## config.mk

```make
export PLATFORM = sky130hd
export DESIGN_NAME = uart_tx_drain
export DESIGN_NICKNAME = d
export VERILOG_FILES = /design/src/rtl/uart_tx_drain.sv
export SDC_FILE = /design/constraint.sdc
export NUM_CORES = 1
export LEC_CHECK = 0
export BUFFER_PORTS_ARGS = -buffer_cell sky130_fd_sc_hd__clkbuf_2
export CORE_AREA = 2 2 47 49
export DETAILED_ROUTE_END_ITERATION = 10
export DIE_AREA = 0 0 49 51
export MAX_ROUTING_LAYER = met4
export PLACE_DENSITY = 0.91
export SKIP_LAST_GASP = 1
export SLEW_MARGIN = 20
export SYNTH_ARGS = -nofsm -noshare
export SYNTH_HDL_FRONTEND = slang
export SYNTH_HIERARCHICAL = 1
export SYNTH_SLANG_ARGS = --single-unit
```

## constraint.sdc

```tcl
create_clock -name i_clk -period 3.1 [get_ports i_clk]
set_input_delay 0.155 -clock i_clk [delete_from_list [all_inputs] [get_ports i_clk]]
set_output_delay 0.155 -clock i_clk [all_outputs]
set_load 0.1 [all_outputs]
```

## src/rtl/uart_tx_drain.sv

```systemverilog
// Drains bytes from a FIFO and transmits each as an 8N1 UART frame,
// optionally upper-casing ASCII letters on the way out.

module uart_tx_drain #(
   parameter int CLKS_PER_BIT = 16,
   parameter int CAPITALIZE   = 1
) (
   input  logic       i_clk,
   input  logic       i_rst,
   output logic       o_rd_en,
   input  logic [7:0] i_rd_data,
   input  logic       i_rd_valid,
   input  logic       i_empty,
   output logic       o_tx,
   output logic       o_busy,
   output logic       o_tx_done
);

   localparam int BAUD_W = (CLKS_PER_BIT > 2) ? $clog2(CLKS_PER_BIT) : 1;
   localparam logic [BAUD_W-1:0] BAUD_LAST = BAUD_W'(CLKS_PER_BIT - 1);
   localparam logic [BAUD_W-1:0] BAUD_ONE  = BAUD_W'(1);

   typedef enum logic [2:0] {
      ST_IDLE  = 3'd0,
      ST_WAIT  = 3'd1,
      ST_START = 3'd2,
      ST_DATA  = 3'd3,
      ST_STOP  = 3'd4
   } state_t;

   state_t            state_r;
   logic [BAUD_W-1:0] baud_r;
   logic [2:0]        bit_idx_r;
   logic [7:0]        shift_r;
   logic              tx_r;
   logic              busy_r;
   logic              done_r;
   logic              baud_end_s;
   logic              rd_en_s;
   logic              idle_s;
   logic              wait_s;

   function automatic logic [7:0] cap_map(input logic [7:0] b);
      logic [7:0] r;
      if ((CAPITALIZE != 0) && (b >= 8'h61) && (b <= 8'h7A)) begin
         r = b - 8'h20;
      end else begin
         r = b;
      end
      return r;
   endfunction

   assign baud_end_s = (baud_r == BAUD_LAST);
   assign idle_s     = (state_r == ST_IDLE);
   assign wait_s     = (state_r == ST_WAIT);

   // Read request is combinational from the registered state so the FIFO
   // answers during WAIT; gated by reset so nothing is requested while held.
   always_comb begin
      rd_en_s = 1'b0;
      if (idle_s && !i_empty && !i_rst) begin
         rd_en_s = 1'b1;
      end else begin
         rd_en_s = 1'b0;
      end
   end

   // Frame sequencer: state, baud/bit counters, shift register and line driver.
   always_ff @(posedge i_clk or posedge i_rst) begin
      if (i_rst) begin
         state_r   <= ST_IDLE;
         baud_r    <= '0;
         bit_idx_r <= 3'd0;
         shift_r   <= 8'h00;
         tx_r      <= 1'b1;
         busy_r    <= 1'b0;
         done_r    <= 1'b0;
      end else begin
         done_r <= 1'b0;
         case (state_r)
            ST_IDLE: begin
               baud_r    <= '0;
               bit_idx_r <= 3'd0;
               tx_r      <= 1'b1;
               if (!i_empty) begin
                  state_r <= ST_WAIT;
                  busy_r  <= 1'b1;
               end else begin
                  state_r <= ST_IDLE;
                  busy_r  <= 1'b0;
               end
            end
            ST_WAIT: begin
               baud_r    <= '0;
               bit_idx_r <= 3'd0;
               if (i_rd_valid) begin
                  shift_r <= cap_map(i_rd_data);
                  state_r <= ST_START;
                  tx_r    <= 1'b0;
                  busy_r  <= 1'b1;
               end else begin
                  // No data arrived: give up quietly and re-arbitrate from IDLE.
                  state_r <= ST_IDLE;
                  tx_r    <= 1'b1;
                  busy_r  <= 1'b0;
               end
            end
            ST_START: begin
               if (baud_end_s) begin
                  baud_r    <= '0;
                  bit_idx_r <= 3'd0;
                  state_r   <= ST_DATA;
                  tx_r      <= shift_r[0];
               end else begin
                  baud_r <= baud_r + BAUD_ONE;
               end
            end
            ST_DATA: begin
               if (baud_end_s) begin
                  baud_r <= '0;
                  if (bit_idx_r == 3'd7) begin
                     bit_idx_r <= 3'd0;
                     state_r   <= ST_STOP;
                     tx_r      <= 1'b1;
                  end else begin
                     bit_idx_r <= bit_idx_r + 3'd1;
                     shift_r   <= {1'b0, shift_r[7:1]};
                     tx_r      <= shift_r[1];
                  end
               end else begin
                  baud_r <= baud_r + BAUD_ONE;
               end
            end
            ST_STOP: begin
               if (baud_end_s) begin
                  baud_r  <= '0;
                  state_r <= ST_IDLE;
                  busy_r  <= 1'b0;
                  done_r  <= 1'b1;
               end else begin
                  baud_r <= baud_r + BAUD_ONE;
               end
            end
            default: begin
               state_r   <= ST_IDLE;
               baud_r    <= '0;
               bit_idx_r <= 3'd0;
               tx_r      <= 1'b1;
               busy_r    <= 1'b0;
            end
         endcase
      end
   end

   assign o_rd_en   = rd_en_s;
   assign o_tx      = tx_r;
   assign o_busy    = busy_r;
   assign o_tx_done = done_r;

   uart_tx_drain_chk #(
      .CLKS_PER_BIT (CLKS_PER_BIT),
      .BAUD_W       (BAUD_W)
   ) u_chk (
      .i_clk     (i_clk),
      .i_rst     (i_rst),
      .idle_s    (idle_s),
      .wait_s    (wait_s),
      .rd_en_s   (rd_en_s),
      .tx_s      (tx_r),
      .busy_s    (busy_r),
      .done_s    (done_r),
      .baud_s    (baud_r)
   );

endmodule

// Protocol invariants of uart_tx_drain; holds no design state.
module uart_tx_drain_chk #(
   parameter int CLKS_PER_BIT = 16,
   parameter int BAUD_W       = 4
) (
   input logic              i_clk,
   input logic              i_rst,
   input logic              idle_s,
   input logic              wait_s,
   input logic              rd_en_s,
   input logic              tx_s,
   input logic              busy_s,
   input logic              done_s,
   input logic [BAUD_W-1:0] baud_s
);

   a_rd_en_only_idle: assert property (@(posedge i_clk) disable iff (i_rst)
      rd_en_s |-> idle_s);

   a_busy_matches_state: assert property (@(posedge i_clk) disable iff (i_rst)
      busy_s == !idle_s);

   a_line_high_between_frames: assert property (@(posedge i_clk) disable iff (i_rst)
      (idle_s || wait_s) |-> tx_s);

   a_done_single_cycle: assert property (@(posedge i_clk) disable iff (i_rst)
      done_s |=> !done_s);

   a_done_in_idle: assert property (@(posedge i_clk) disable iff (i_rst)
      done_s |-> idle_s);

   a_baud_in_range: assert property (@(posedge i_clk) disable iff (i_rst)
      int'(baud_s) < CLKS_PER_BIT);

endmodule

```

==> key figures, run 1 <==
Outcome
  • Outcome: finished, violations left
  • Failing checks: hold timing

Global route
  • Vias in the first global route: 873
  • Total Routing Usage GR: 19.77%
  • Initial antenna violation count: 0
  • First-pass GRT wire length: 3719 um
  • Gr ovfl total: 0
  • Largest net degree at the start of global routing: 22

Detailed routing
  • Via density per instance: 5.848
  • Avg WL per Cell: 13.91 um
  • Via count: 924
  • Post-route antenna net violation count: 0
  • Routed WL: 2198 um
  • Drc violations: 0
  • Starting DRT DRC Count: 7
  • DR pass1 iterations: 4

STA
  • Final hold slack: -0.01490 ns
  • Max Freq: 0.5059 GHz
  • Final setup skew: 0.005282 ns
  • Unrepaired setup endpoints after global routing: no
  • Setup TNS Final: 0 ns
  • Slew Viols, Final: 0
  • Slew margin rel.: 48.07%
  • Final hold violations: 20
  • Final worst slack: 1.124 ns
  • Worst-margin pin slew: 0.7781 ns
  • Tmin final: 1.976 ns
  • Period utilization: 63.76%
  • Final setup fails: 0

Critical path
  • Worst Setup Start Kind: flop
  • CP Data Arrival Time: 1.82 ns
  • Crit Path Max Fanout: 12
  • Worst-path cell chain: nor2_1, nor4b_2, clkbuf_2
  • Crit path depth: 3
  • CP bufs+invs: 1
  • Worst r2r path cells: 4
  • Critical Path Max Stage Delay: 0.54 ns
  • Setup CP Type: flop to output port
  • Nature of the critical path endpoint: output port
  • Cell family with most CP delay: flip-flops
  • WP data required: 2.94 ns
  • CP max stage cell: dfrtp_1

Finish
  • # nets final: 147
  • Layout cells sized above 1: 20.00%
  • # diodes: 0
  • Area Growth Syn to Fin: 10.21%

Synthesis
  • Area share of the largest cell type after synthesis: 43.91%
  • Seq cells post-synth: 21
  • Synth top cells by count: dfrtp_1 (20), nand2_1 (12), o21ai_0 (10)
  • Synth Cell Area: 1140 sq um
  • Cell with the most instances after synthesis: dfrtp_1
  • Post-synth net total: 132
  • Synth area leaders: dfrtp_1 (44%), ha_1 (4.4%), mux2i_1 (4.4%)
  • Syn_area_per_cell: 9.826 sq um
  • Area leader, netlist: dfrtp_1
  • Ys async rst share: 100.0%
  • Ys Warns: 6
  • Mapped Cells: 116
  • Top FF cell, synth: dfrtp_1
  • EDFF count, synth: 0
  • Sequential area share after synthesis: 46.21%
  • Distinct cell type count after synthesis: 40

Floorplanning
  • Io pins: 16
  • Die Wd: 49 um
  • Rows: 17
  • Core Footprint: 2063 sq um
  • Starting Density: 55.25%
  • Die Y-Extent: 51 um
  • Die footprint: 2499 sq um

Clocking
  • Worst skew pair latency: 0.30 ns
  • Root cell of the clock tree: clkbuf_4
  • Clock transition at path regs: 0.12 ns
  • CTS Buf Count: 3
  • Cts repair resizes: 0
  • CTS H-tree depth: 1
  • CTS Sinks: 21
  • Max Root-Sink Buffers: 2
  • Post-CTS Setup Inserts: 0
  • Hold Buf Count CTS: 0
  • CTS tree: yes

Placement
  • # port buffers: 15
  • Global placer's final weighted congestion: 0.8223
  • Dpl ws: 1.340 ns
  • Hpwl dp: 1648 um

Power
  • Peak supply drop: 0.5723 mV
  • Sequential share of power: 47.8%
  • Static Leak: 0.5854 nW
  • P per Cell Area: 794.8 nW/um^2
  • Sw Ratio: 41.81%
  • Combinational power share: 38.9%
  • Internal Power: 581.0 uW
  • Clock network power share: 13.3%
  • Switching Power: 417.5 uW

Worst hold path
  • Hold Crit Class: primary input to async pin

Job
  • Reported max-cap violation count: 0
==> through the flow <==
step | cell area [sq um] | utilization, % | hold WS (ns) | total power [mW] | instances
finish | 1256 | 60.89 | -0.01490 | 0.9985 | 158
global route | 1256 | 60.89 | 0.06545 | 1.070 | 158
CTS | 1256 | 60.89 | 0.008580 | 1.002 | 158
detailed placement | 1229 | 59.55 | 0.3438 | 0.8691 | 154
global placement | 1229 | 59.55 | 0.3276 | 0.8484 | 154
floorplan | 1146 | - | 0.1308 | 0.7900 | 116
==> power groups by stage <==
| stage | Clock, mW | Combinational [mW] | Sequential (mW) |
|---|---|---|---|
| floorplan | 0 | 0.257 | 0.533 |
| global placement | 0 | 0.375 | 0.474 |
| detailed placement | 0 | 0.387 | 0.482 |
| CTS | 0.135 | 0.391 | 0.476 |
| global route | 0.147 | 0.430 | 0.493 |
| finish | 0.133 | 0.388 | 0.477 |
==> worst paths after layout <==
kind / startpoint / endpoint / slack (ns)
worst max-delay path: state_r[0] / o_rd_en / 1.12
worst min-delay path: i_rst / bit_idx_r[2] / -0.01
worst max register to register: state_r[1] / shift_r[2] / 1.30
worst min register to register: o_tx / o_tx / 0.49
max in group asynchronous: i_rst / shift_r[0] / 2.63
min in group i_clk: i_rd_data[6] / shift_r[6] / 0.12
==> cell type report <==
cell class	instances	area (sq um)
Fill cell	187	807.0
Tap cell	28	35.03
Inverter	7	26.28
Clock inverter	1	5.005
Clock buffer	3	22.52
Timing Repair Buffer	15	75.07
Sequential cell	21	526.8
Multi-Input combinational cell	83	565.5
==> kinds of logic after synthesis <==
family          Yosys count  synth area share, %
mux                       5                4.391
buf+inv                  12                4.721
xor+xnor                  1               0.7685
fa+ha+maj                 4                4.391
simple gates             38                18.22
flops                    21                46.21
compound gates           35                21.30
==> cell usage in the layout, fill, tap and decap left out, types with 2 or more instances in the layout <==
master and count:
dfrtp_1 20, clkbuf_2 15, nand2_1 12, o21ai_0 10, a21oi_1 8, inv_1 7
nor2_1 7, mux2i_1 5, nor2b_1 4, ha_1 4, clkbuf_4 3, nand2b_1 2
nor3_1 2, a31oi_1 2, o211ai_1 2, a22oi_1 2
==> worst register-to-register path, cell delays in order, from the launching register on <==
cell and delay, ns:
dfrtp_1 0.55, nor2b_1 0.56, nand2_2 0.26, mux2i_1 0.21, o21ai_0 0.10
==> registers in the layout, indices dropped and copies added, names as in the netlist <==
signal and cells:
shift_r 8, baud_r 4, bit_idx_r 3, state_r 3, o_busy 1, o_tx 1
o_tx_done 1
==> routing by layer <==
metal | share of wire, % | vias to the layer above | GRT usage [%]
met5 | 0 | - | -
met1 | 45 | 457 | 24.18
met2 | 50 | 17 | 33.33
met4 | 0.64 | 0 | 6.667
met3 | 3.5 | 2 | 3.801
li1 | - | 448 | -
No activity file was read; power rests on OpenSTA's default activity.
==> run 2, diff against run 1 <==
- CORE_AREA: 2 2 47 49 -> 2 2 49 51
- DIE_AREA: 0 0 49 51 -> 0 0 51 53
- PLACE_DENSITY: 0.91 -> 0.85
- clock period: 3.1 -> 1.9 ns (I/O delays scaled with it)
==> key figures, run 2 (synthesized netlist as in run 1, its figures left out) <==
Critical path
  • R2R Setup Slk: 0.17 ns (was 1.30 ns)
  • Worst r2r path cells: 4 (unchanged)
  • WP data required: 2.06 ns (was 2.94 ns)
  • Nature of the critical path endpoint: flop (was output port)
  • Crit Path Max Fanout: 8 (was 12)
  • Setup CP Type: flop to flop (was flop to output port)
  • CP Data Arrival Time: 1.89 ns (was 1.82 ns)
  • Worst Setup Start Kind: flop (unchanged)

STA
  • Slew Viols, Final: 0 (unchanged)
  • Tmin final: 1.725 ns
  • Final setup fails: 0 (unchanged)
  • Final setup skew: 0.001454 ns (was 0.005282 ns)
  • Worst-margin pin slew: 0.7740 ns (was 0.7781 ns)
  • Period utilization: 90.80%
  • Slew margin rel.: 48.34% (was 48.07%)
  • Final hold violations: 0 (was 20)
  • Max Freq: 0.5797 GHz
  • Setup TNS Final: 0 ns (unchanged)
  • Unrepaired setup endpoints after global routing: no (unchanged)

Floorplanning
  • Rows: 17 (unchanged)
  • Die Y-Extent: 53 um (was 51 um)
  • Die Wd: 51 um (was 49 um)
  • Starting Density: 53.06% (was 55.25%)
  • Core Footprint: 2148 sq um (was 2063 sq um)
  • Die footprint: 2703 sq um (was 2499 sq um)
  • Io pins: 16 (unchanged)

Finish
  • Fillers: 174 (was 187)
  • Commonest non-fill, non-tap cell in the layout: dfrtp_1 (unchanged)
  • Area Growth Syn to Fin: 13.94% (was 10.21%)
  • # diodes: 0 (unchanged)
  • Register area: 526.8 sq um (unchanged)
  • Multi-input logic area: 574.3 sq um (was 565.5 sq um)
  • Biggest regs: shift_r x8, baud_r x4 (unchanged)
  • Most frequent cells in the layout: dfrtp_1 (20), clkbuf_2 (14), nand2_1 (12) (was dfrtp_1 (20), clkbuf_2 (15), nand2_1 (12))
  • # nets final: 151 (was 147)
  • Layout cells sized above 1: 20.90% (was 20.00%)
  • Largest register FFs: 8 (unchanged)
  • Largest Register: shift_r (unchanged)

Power
  • P per Cell Area: 1271 nW/um^2 (was 794.8 nW/um^2)
  • Peak supply drop: 0.6890 mV (was 0.5723 mV)
  • Pwr Total: 1.650 mW (was 998.5 uW)
  • Static Leak: 0.6037 nW (was 0.5854 nW)

Outcome
  • Outcome: completed (was finished, violations left)

Global route
  • First-pass GRT wire length: 3726 um (was 3719 um)
  • Total Routing Usage GR: 18.77% (was 19.77%)
  • Initial antenna violation count: 0 (unchanged)
  • Largest net degree at the start of global routing: 22 (unchanged)
  • Gr ovfl total: 0 (unchanged)
  • Vias in the first global route: 885 (was 873)

Worst hold path
  • Hold Crit Class: primary input to flop (was primary input to async pin)
  • Hold Path Stages: 3

Detailed routing
  • Starting DRT DRC Count: 11 (was 7)
  • Post-route antenna net violation count: 0 (unchanged)
  • Avg WL per Cell: 13.96 um (was 13.91 um)
  • Via count: 926 (was 924)
  • DR pass1 iterations: 4 (unchanged)
  • Via density per instance: 5.716 (was 5.848)
  • Drc violations: 0 (unchanged)
  • Routed WL: 2261 um (was 2198 um)

Clocking
  • Max Root-Sink Buffers: 2 (unchanged)
  • Worst skew pair latency: 0.29 ns (was 0.30 ns)
  • Post-CTS Setup Inserts: 0 (unchanged)
  • Clock transition at path regs: 0.11 ns (was 0.12 ns)
  • CTS Buf Count: 3 (unchanged)
  • Root cell of the clock tree: clkbuf_4 (unchanged)
  • CTS H-tree depth: 1 (unchanged)
  • CTS Sinks: 21 (unchanged)
  • CTS tree: yes (unchanged)

Job
  • Reported max-cap violation count: 0 (unchanged)

Placement
  • # port buffers: 15 (unchanged)
  • Hpwl dp: 1736 um (was 1648 um)
  • Global placer's final weighted congestion: 0.8116 (was 0.8223)
run 2: final timing paths:
path,from,endpoint
hold / removal,i_rd_data[6],shift_r[6]
hold reg to reg,o_tx,o_tx
setup reg to reg,state_r[2],shift_r[5]
min in group asynchronous,i_rst,bit_idx_r[2]
max in group asynchronous,i_rst,shift_r[1]
setup / recovery,state_r[2],shift_r[5]
run 2: layer usage:
| layer | global-route usage (%) | share of wire, % | up-vias |
|---|---|---|---|
| met2 | 31.82 | 49 | 27 |
| li1 | - | - | 454 |
| met4 | 7.658 | 0.80 | 0 |
| met1 | 22.14 | 45 | 443 |
| met5 | - | 0 | - |
| met3 | 3.390 | 5.4 | 2 |
run 2: layout make-up:
| class | instances | area share, % |
|---|---|---|
| repair buffers | 19 | 8.478 |
| clock buffers | 4 | 2.023 |
| flip-flops and latches | 21 | 40.56 |
| inverters | 7 | 2.023 |
| well taps | 28 | 2.697 |
| multi-input cells | 83 | 44.22 |
run 2: through the flow:
stage	hold WS [ns]	setup slack, ns	std cells	util, %	instance area [sq um]
after floorplan	0.07079	0.06378	116	-	1155
after global placement	0.2913	0.2490	157	58.77	1262
after detailed placement	0.3025	0.2117	157	58.77	1262
after CTS	0.07695	0.1936	162	60.45	1299
after global routing	0.08929	0.08246	162	60.45	1299
final	0.08747	0.1749	162	60.45	1299
run 2: repair_timing:
action                    4_1_cts  5_1_grt
gates resized for setup         0        0
hold buffers                    1        0
hold endpoints to repair       20        0
run 2: worst max-delay path, stage by stage, from the launching register on:
cell	delay, ns
dfrtp_1	0.49
nor2b_1	0.52
nand2_2	0.26
o311ai_0	0.20
a21oi_1	0.12
run 2: report_power, final:
part           switching, mW  internal (mW)  total, mW
registers              0.138          0.623      0.762
clock network          0.126         0.0815      0.208
logic                  0.417          0.264      0.681
total                  0.682          0.969       1.65
==> run 3, diff against run 2 <==
- CELL_PAD_IN_SITES_DETAIL_PLACEMENT: not set -> 1
- CELL_PAD_IN_SITES_GLOBAL_PLACEMENT: not set -> 1
- CORE_AREA: 2 2 49 51 -> 2 2 55 57
- DIE_AREA: 0 0 51 53 -> 0 0 57 59
- PLACE_DENSITY: 0.85 -> 0.86
==> key figures, run 3 (synthesized netlist as in run 1, its figures left out) <==
Placement
  • # port buffers: 15 (unchanged)
  • Global placer's final weighted congestion: 0.8533 (was 0.8116)
  • Dpl ws: 0.1698 ns (was 0.2117 ns)
  • Hpwl dp: 2014 um (was 1736 um)

Critical path
  • Worst-path cell chain: nor2_2, nor4b_4, buf_4 (was nor2b_1, nand2_2, o311ai_0, a21oi_1)
  • Critical Path Max Stage Delay: 0.55 ns (was 0.52 ns)
  • Cell family with most CP delay: flip-flops (was simple AND/OR/NAND/NOR gates)
  • CP max stage cell: dfrtp_1 (was nor2b_1)
  • WP data required: 1.80 ns (was 2.06 ns)
  • CP bufs+invs: 1 (was 0)
  • Setup CP Type: flop to output port (was flop to flop)
  • Worst r2r path cells: 5 (was 4)
  • Nature of the critical path endpoint: output port (was flop)
  • Worst Setup Start Kind: flop (unchanged)
  • CP Data Arrival Time: 1.64 ns (was 1.89 ns)
  • Crit Path Max Fanout: 12 (was 8)
  • Crit path depth: 3 (was 4)

Finish
  • Largest Register: shift_r (unchanged)
  • Fillers: 328 (was 174)
  • Layout cells sized above 1: 22.56% (was 20.90%)
  • Most frequent cells in the layout: dfrtp_1 (20), clkbuf_2 (14), nand2_1 (12) (unchanged)
  • # nets final: 150 (was 151)
  • Area Growth Syn to Fin: 14.16% (was 13.94%)
  • Largest register FFs: 8 (unchanged)
  • Biggest regs: shift_r x8, baud_r x4 (unchanged)
  • # diodes: 0 (unchanged)
  • Final core occ: 48.01% (was 60.45%)
  • Commonest non-fill, non-tap cell in the layout: dfrtp_1 (unchanged)

Global route
  • Vias in the first global route: 966 (was 885)
  • Total Routing Usage GR: 17.93% (was 18.77%)
  • Initial antenna violation count: 0 (unchanged)
  • First-pass GRT wire length: 4478 um (was 3726 um)
  • Gr ovfl total: 0 (unchanged)
  • Largest net degree at the start of global routing: 22 (unchanged)

Job
  • Reported max-cap violation count: 0 (unchanged)

Power
  • Peak supply drop: 0.7656 mV (was 0.6890 mV)
  • P per Cell Area: 1276 nW/um^2 (was 1271 nW/um^2)
  • Static Leak: 0.6039 nW (was 0.6037 nW)

STA
  • Max Freq: 0.5751 GHz (was 0.5797 GHz)
  • Slew Viols, Final: 0 (unchanged)
  • Tmin final: 1.739 ns (was 1.725 ns)
  • Worst-margin pin slew: 0.8164 ns (was 0.7740 ns)
  • Slew margin rel.: 45.51% (was 48.34%)
  • Final setup fails: 0 (unchanged)
  • Final hold violations: 0 (unchanged)
  • Final worst slack: 0.1613 ns (was 0.1749 ns)
  • Period utilization: 91.51% (was 90.80%)
  • Unrepaired setup endpoints after global routing: no (unchanged)
  • Setup TNS Final: 0 ns (unchanged)
  • Final setup skew: 0.01197 ns (was 0.001454 ns)

Clocking
  • Root cell of the clock tree: clkbuf_4 (unchanged)
  • Max Root-Sink Buffers: 2 (unchanged)
  • CTS H-tree depth: 1 (unchanged)
  • CTS Buf Count: 3 (unchanged)
  • Clock transition at path regs: 0.13 ns (was 0.11 ns)
  • CTS tree: yes (unchanged)
  • CTS Sinks: 21 (unchanged)
  • Worst skew pair latency: 0.31 ns (was 0.29 ns)

Detailed routing
  • DR pass1 iterations: 4 (unchanged)
  • Post-route antenna net violation count: 0 (unchanged)
  • Drc violations: 0 (unchanged)
  • Avg WL per Cell: 15.93 um (was 13.96 um)
  • Starting DRT DRC Count: 38 (was 11)
  • Via count: 909 (was 926)
  • Routed WL: 2612 um (was 2261 um)
  • Via density per instance: 5.543 (was 5.716)

Floorplanning
  • Core Footprint: 2710 sq um (was 2148 sq um)
  • Die footprint: 3363 sq um (was 2703 sq um)
  • Starting Density: 42.06% (was 53.06%)
  • Rows: 19 (was 17)
  • Die Y-Extent: 59 um (was 53 um)
  • Io pins: 16 (unchanged)
  • Die Wd: 57 um (was 51 um)

Worst hold path
  • Hold Crit Class: primary input to flop (unchanged)
  • Hold Path Stages: 3 (unchanged)

Outcome
  • Outcome: completed (unchanged)
==> run 3: worst paths after layout <==
| path | slack (ns) | to | from |
|---|---|---|---|
| max in group asynchronous | 0.89 | o_tx_done | i_rst |
| hold / removal | 0.07 | shift_r[6] | i_rd_data[6] |
| setup / recovery | 0.16 | o_rd_en | state_r[0] |
| hold reg to reg | 0.50 | shift_r[3] | shift_r[3] |
| min in group asynchronous | 0.50 | o_busy | i_rst |
| setup reg to reg | 0.18 | shift_r[6] | baud_r[0] |
==> run 3: layout make-up <==
type / instances / area (sq um) / share of cell area (%)
Timing Repair Buffer: 18 / 102.6 / 7.885
Clock inverter: 1 / 5.005 / 0.3846
Sequential cell: 21 / 526.8 / 40.48
Clock buffer: 3 / 22.52 / 1.731
Inverter: 7 / 26.28 / 2.019
Tap cell: 31 / 38.79 / 2.981
Multi-Input combinational cell: 83 / 579.3 / 44.52
==> run 3: routing by layer <==
metal	global-route usage, %	up-vias	share of wire [%]
met1	22.10	445	46
met4	5.980	0	0.77
met5	-	-	0
met3	2.620	2	2.1
met2	30.38	12	51
li1	-	450	-
==> run 3: repair_timing <==
item                                    in CTS  in global routing
endpoints found under the setup margin       0                  2
setup buffers                                0                  0
gates resized for setup                      0                  2
hold buffers                                 1                  0
hold endpoints to repair                    20                  0
==> run 3: power by group <==
part | switching (mW) | leakage [nW] | internal, mW | total, mW
clock | 0.141 | 0.0177 | 0.0786 | 0.220
combinational | 0.403 | 0.327 | 0.252 | 0.655
sequential | 0.164 | 0.259 | 0.623 | 0.786
==> run 3: tightest hold or removal path, delay by kind of cell <==
kind                   cells  cell delay [ns]
buffers and inverters      1             0.10
AOI/OAI and AO/OA          2             0.16
==> run 3: metrics by stage <==
step	area, sq um	hold WS, ns	power (mW)	cells
2_1_floorplan	1155	0.07079	1.291	116
3_5_place_dp	1259	0.3174	1.452	159
6_report	1301	0.07231	1.661	164
4_1_cts	1296	0.07129	1.673	164
5_1_grt	1301	0.06416	1.793	164
3_3_place_gp	1259	0.3018	1.402	159
